## config.mk

```make
export PLATFORM = sky130hd
export DESIGN_NAME = vdp1_cmd_fetch_flat
export DESIGN_NICKNAME = d
export VERILOG_FILES = /design/src/rtl/vdp1_cmd_fetch_if.sv /design/src/rtl/vdp1_cmd_fetch.sv /design/src/flat_wrapper.sv
export SDC_FILE = /design/constraint.sdc
export NUM_CORES = 1
export LEC_CHECK = 0
export CAP_MARGIN = 15
export CORE_MARGIN = 3
export CORE_UTILIZATION = 37
export DETAILED_ROUTE_END_ITERATION = 7
export GPL_TIMING_DRIVEN = 1
export SYNTH_ARGS = -nofsm -noshare
export SYNTH_HDL_FRONTEND = slang
export SYNTH_SLANG_ARGS = --single-unit
```

## constraint.sdc

```tcl
create_clock -name clk -period 3 [get_ports clk]
set_input_delay 0.3 -clock clk [delete_from_list [all_inputs] [get_ports clk]]
set_output_delay 0.3 -clock clk [all_outputs]
set_load 0.005 [all_outputs]
```

## src/rtl/vdp1_cmd_fetch_if.sv

```systemverilog
// vdp1_cmd_fetch_if: VRAM read port, draw-engine command handoff and list status
interface vdp1_cmd_fetch_if;
  logic [17:0] vram_a;
  logic vram_rd;
  logic [15:0] vram_d;
  logic vram_rdy;
  logic [255:0] cmd_tbl;
  logic cmd_valid;
  logic cmd_ready;
  logic [15:0] copr;
  logic [15:0] lopr;
  logic cef;
  logic bef;
  logic busy;
  modport master (
    output vram_a, vram_rd, cmd_tbl, cmd_valid, copr, lopr, cef, bef, busy,
    input vram_d, vram_rdy, cmd_ready
  );
  modport slave (
    input vram_a, vram_rd, cmd_tbl, cmd_valid, copr, lopr, cef, bef, busy,
    output vram_d, vram_rdy, cmd_ready
  );
endinterface

```

## src/rtl/vdp1_cmd_fetch.sv

```systemverilog
// vdp1_cmd_fetch: walks VDP1 command tables in VRAM and hands drawable commands to the draw engine
module vdp1_cmd_fetch #(
  parameter int RET_DEPTH = 1
) (
  input logic clk,
  input logic rst,
  input logic ce,
  input logic start,
  vdp1_cmd_fetch_if.master bus
);
  typedef enum logic [2:0] {IDLE, RD_CTRL, RD_LINK, RD_BODY, ISSUE, NEXT} state_t;
  state_t state;
  logic [3:0] widx;
  logic [15:0] ret;
  logic [RET_DEPTH-1:0] ret_v;
  logic [2:0] jp;
  logic [15:0] link;
  logic [15:0] copr_inc;
  logic [15:0] copr_nxt;
  // CMDCTRL and masked CMDLINK live in table words 0 and 1, so they double as the jump decode source
  assign jp = bus.cmd_tbl[14:12];
  assign link = bus.cmd_tbl[31:16];
  assign copr_inc = bus.copr + 16'd4;
  assign copr_nxt = jp[1:0] == 2'd0 ? copr_inc :
                    !jp[1] ? link :
                    !jp[0] ? link :
                    |ret_v ? ret : copr_inc;
  assign bus.vram_a = {bus.copr, 2'b00} + {14'd0, widx};
  always_ff @(posedge clk) begin
    if (rst) begin
      state <= IDLE;
      widx <= '0;
      ret <= '0;
      ret_v <= '0;
      bus.vram_rd <= 1'b0;
      bus.cmd_tbl <= '0;
      bus.cmd_valid <= 1'b0;
      bus.copr <= '0;
      bus.lopr <= '0;
      bus.cef <= 1'b0;
      bus.bef <= 1'b0;
      bus.busy <= 1'b0;
    end else if (ce) begin
      case (state)
        IDLE: if (start) begin
          bus.bef <= bus.cef;
          bus.cef <= 1'b0;
          bus.copr <= '0;
          ret_v <= '0;
          bus.busy <= 1'b1;
          widx <= '0;
          bus.vram_rd <= 1'b1;
          state <= RD_CTRL;
        end
        RD_CTRL: if (bus.vram_rdy) begin
          bus.cmd_tbl[15:0] <= bus.vram_d;
          if (bus.vram_d[15]) begin
            bus.cef <= 1'b1;
            bus.busy <= 1'b0;
            bus.vram_rd <= 1'b0;
            state <= IDLE;
          end else begin
            widx <= 4'd1;
            state <= RD_LINK;
          end
        end
        RD_LINK: if (bus.vram_rdy) begin
          bus.cmd_tbl[31:16] <= {bus.vram_d[15:2], 2'b00};
          if (jp[2]) begin
            bus.lopr <= bus.copr;
            bus.vram_rd <= 1'b0;
            state <= NEXT;
          end else begin
            widx <= 4'd2;
            state <= RD_BODY;
          end
        end
        RD_BODY: if (bus.vram_rdy) begin
          bus.cmd_tbl[{widx, 4'd0} +: 16] <= bus.vram_d;
          if (widx == 4'd14) begin
            bus.vram_rd <= 1'b0;
            bus.cmd_valid <= 1'b1;
            state <= ISSUE;
          end else begin
            widx <= widx + 4'd1;
          end
        end
        ISSUE: if (bus.cmd_ready) begin
          bus.cmd_valid <= 1'b0;
          bus.lopr <= bus.copr;
          state <= NEXT;
        end
        NEXT: begin
          bus.copr <= copr_nxt;
          // a call only saves the return point when the single-level slot is free
          if (jp[1:0] == 2'd2 && !(|ret_v)) begin
            ret <= copr_inc;
            ret_v <= '1;
          end
          if (jp[1:0] == 2'd3) ret_v <= '0;
          widx <= '0;
          bus.vram_rd <= 1'b1;
          state <= RD_CTRL;
        end
        default: state <= IDLE;
      endcase
    end
  end
endmodule

```

## src/flat_wrapper.sv

```systemverilog
// flat-port wrapper written by rule: the top's interface ports become plain ports
module vdp1_cmd_fetch_flat 
#(
  parameter int RET_DEPTH = 1
)
  (clk, rst, ce, start, bus_vram_a, bus_vram_rd, bus_cmd_tbl, bus_cmd_valid, bus_copr, bus_lopr, bus_cef, bus_bef, bus_busy, bus_vram_d, bus_vram_rdy, bus_cmd_ready);
  vdp1_cmd_fetch_if bus_i ();
  input logic clk;
  input logic rst;
  input logic ce;
  input logic start;
  output wire logic [$bits(bus_i.vram_a)-1:0] bus_vram_a;
  output wire logic [$bits(bus_i.vram_rd)-1:0] bus_vram_rd;
  output wire logic [$bits(bus_i.cmd_tbl)-1:0] bus_cmd_tbl;
  output wire logic [$bits(bus_i.cmd_valid)-1:0] bus_cmd_valid;
  output wire logic [$bits(bus_i.copr)-1:0] bus_copr;
  output wire logic [$bits(bus_i.lopr)-1:0] bus_lopr;
  output wire logic [$bits(bus_i.cef)-1:0] bus_cef;
  output wire logic [$bits(bus_i.bef)-1:0] bus_bef;
  output wire logic [$bits(bus_i.busy)-1:0] bus_busy;
  input wire logic [$bits(bus_i.vram_d)-1:0] bus_vram_d;
  input wire logic [$bits(bus_i.vram_rdy)-1:0] bus_vram_rdy;
  input wire logic [$bits(bus_i.cmd_ready)-1:0] bus_cmd_ready;
  assign bus_vram_a = bus_i.vram_a;
  assign bus_vram_rd = bus_i.vram_rd;
  assign bus_cmd_tbl = bus_i.cmd_tbl;
  assign bus_cmd_valid = bus_i.cmd_valid;
  assign bus_copr = bus_i.copr;
  assign bus_lopr = bus_i.lopr;
  assign bus_cef = bus_i.cef;
  assign bus_bef = bus_i.bef;
  assign bus_busy = bus_i.busy;
  assign bus_i.vram_d = bus_vram_d;
  assign bus_i.vram_rdy = bus_vram_rdy;
  assign bus_i.cmd_ready = bus_cmd_ready;
  vdp1_cmd_fetch #(.RET_DEPTH(RET_DEPTH)) u_core (.clk(clk), .rst(rst), .ce(ce), .start(start), .bus(bus_i));
endmodule
```

==> metrics.cfg <==
[route]
vias=12700
routed_wl_um=49800
top_layer=met4
wl_per_cell_um=21.1
wl_met3_um=4210
drt_iter0_drc=761
drtAntennaViolNets=0
via_per_inst=5.37
wl_met1_um=20900
met2_length_um=23200
drt_pass1_iterations=5
drc_errors=0

[placement]
place_area_um2=17200
dp_hpwl_um=33500
dp.cells=2298
portBuffers=332
place_ws_ns=0.260
gp_congestion=0.830

[synth]
synth_edf_count=0
synth_nets=1630
synth_cells=1600
ys_seq_area_share_pct=47.0
synthMuxAreaShare_pct=3.78
synth_top_family_by_area=simple AND/OR/NAND/NOR gates
synth_fa_ha_area_share_pct=0.797
ys_top_cells_by_area=dfxtp_1 47%, a21oi_1 6.4%, nand2_1 6.4%
synth_top_area_cell=dfxtp_1
syn_area_per_cell_um2=8.43
ys_seq_elements=317
synth_xor_area_share_pct=1.87
netlist_area_um2=13500
synthFlopType=dfxtp_1
ys_types=69
synth-compound-area-share_pct=15.1
async_flop_share_pct=0
synth-warning-count=0
synth_top_cell_area_share_pct=47.0
yosys.area_share.simple_pct=25.5

[worst_setup_path]
cp_max_fo=6
r2r_cells=7
r2r_end=u_core.bus.cmd_tbl[167]$_SDFFE_PP0P_
worst_setup_path_start_kind=register
required_ns=2.70
critPathCaptureType=output port
rrSetupSlack_ns=0.40
worstPathArrival_ns=2.56
crit_type=register to output port
reg2reg_from=u_core.widx[0]$_SDFFE_PP0P_

[sta]
setup_violations=0
relSlewSlack_pct=29.6
tightest_slew_ns=1.05
slew_viol_final=0
fin_crit_ns=2.86
hold_violations=0
fmax_mhz=350
min_period_over_period_pct=95.2
hold-worst-slack_ns=0.243
fin_tns_setup_ns=0
worst_slack_ns=0.144
skew_ns=0.0187

[min_path]
hold_depth=3
min_to=u_core.bus.cmd_tbl[51]$_SDFFE_PP0P_
hp-start=rst
hold_path_class=primary input to register

[floorplan]
die_h_um=197
die_area_um2=38800
core_um2=35700
io_pins=333
num_rows=69
die_w_um=197
floorplan.initialDensity_pct=37.8

[global_route]
track_usage_pct=24.8
antenna_found_initial=1
overflow=0
grt_pass1_vias=12200
grt_max_degree=217
grt_pass1_wl_um=75000

[pwr]
total_power_mw=9.13
p_seq_share_pct=46.4
combPwrFrac_pct=4.9
switching_share_pct=23.2
switchingPower_mw=2.12
power_density_nw_per_um2=496
p_leak_nw=6.45
clkPwrFrac_pct=48.7
p_int_mw=7.01
vdd_drop_max_mv=0.347

[final_layout]
nets=1907
finalNonFillerCells=2365
area_delta_synth_final_pct=36.3
final_cell_mix=331 x clkdlybuf4s50_1, 314 x dfxtp_1, 230 x nand2_1, 173 x a21oi_1, 129 x nand3_1
drive_gt1_share_pct=8.30
postLayoutCellArea_um2=18400
utilization_pct=51.5
final_common_cell=clkdlybuf4s50_1

[clocking]
cts_tree=done
cts_buffers=37
h-tree-depth=2
clkSlewWorstSetupHoldPaths_ns=0.06
clk_latency_ns=0.52
clk_path_buf_depth=3
cts.sinks=317
cts_hold_buf=0
cts_root_buffer=clkbuf_16

[run_status]
status=finished clean

[job]
maxCapViolations=0

metal layers:
metal	vias to the layer above	track usage (%)
li1	6108	-
met1	6045	31.8
met2	460	40.4
met3	92	7.18
met4	0	7.95
met5	-	0
timing repair:
item	4_1_cts	5_1_grt
gates resized for setup	2	5
buffers inserted	0	1
setup endpoints to repair	1	3
cloned	0	0
pin swaps	0	2
critical path: stages, from the launching register on:
cell and delay, ns:
dfxtp_2 0.41, ha_2 0.26, and3_1 0.21, nand3_1 0.20
nor2_2 0.19, nand3_1 0.11, xnor2_1 0.17, clkdlybuf4s50_1 0.51
Yosys cell counts, drive strengths merged (2+ instances only):
| cell type | count |
|---|---|
| nand4 | 7 |
| buf | 72 |
| nor2 | 100 |
| nor3b | 12 |
| or4b | 2 |
| inv | 13 |
| a211oi | 19 |
| nand4b | 16 |
| a21boi | 2 |
| nand2 | 230 |
| nand3 | 131 |
| nor2b | 9 |
| or3 | 4 |
| xnor2 | 16 |
| o31a | 2 |
| and3 | 15 |
| o21ai | 94 |
| o21a | 2 |
| mux2i | 51 |
| a31oi | 10 |
| o21bai | 3 |
| xor2 | 12 |
| nor4 | 2 |
| or3b | 2 |
| nand2b | 14 |
| nand3b | 94 |
| ha | 7 |
| clkbuf | 89 |
| o31ai | 33 |
| or2 | 3 |
| a21oi | 173 |
| a21o | 3 |
| dfxtp | 317 |
| nor3 | 21 |
| o211ai | 3 |
final cells by class:
cell class | instances | area [um2]
sequential | 317 | 6350
fill | 3454 | 17400
timing repair buffer | 399 | 3840
antenna | 1 | 2.50
clock buffer | 51 | 1060
clock inverter | 14 | 136
multi-input combinational | 1109 | 6370
tap | 461 | 577
inverter | 13 | 48.8
registers in the layout, indices dropped and copies added (netlist names):
name                  flops
u_core.bus.bef            1
u_core.bus.busy           1
u_core.bus.cef            1
u_core.bus.cmd_tbl      256
u_core.bus.cmd_valid      1
u_core.bus.copr          16
u_core.bus.lopr          16
u_core.bus.vram_rd        1
u_core.ret               16
u_core.ret_v              1
u_core.state              3
u_core.widx               4
power groups by stage:
stage               clock network (mW)  logic [mW]  registers [mW]
floorplan                            0       0.244            4.32
global placement                     0       0.442            4.33
detailed placement                   0       0.443            4.33
CTS                               4.54       0.444            4.24
global route                      4.71       0.470            4.24
finish                            4.45       0.443            4.24
how the worst max path moves through the flow:
stage / start / endpoint / slack, ns
2_1_floorplan: u_core.widx[0]$_SDFFE_PP0P_ / u_core.bus.cmd_tbl[134]$_SDFFE_PP0P_ / 0.69
3_3_place_gp: ce / u_core.bus.cmd_tbl[169]$_SDFFE_PP0P_ / 0.36
3_5_place_dp: ce / u_core.bus.cmd_tbl[181]$_SDFFE_PP0P_ / 0.26
4_1_cts: u_core.bus.copr[3]$_SDFFE_PP0P_ / bus_vram_a[16] / 0.02
5_1_grt: u_core.bus.copr[3]$_SDFFE_PP0P_ / bus_vram_a[16] / -0.01
6_report: u_core.bus.copr[3]$_SDFFE_PP0P_ / bus_vram_a[16] / 0.14
kinds of logic after synthesis:
family                     count (synthesis)
AOI/OAI and AO/OA                        356
xor gates and xnor gates                  28
adders and majority gates                  8
buffers and inverters                    174
DFF                                      317
muxes                                     51
and+or+nand+nor                          666
Note: power is estimated with default switching activity, not from simulation.
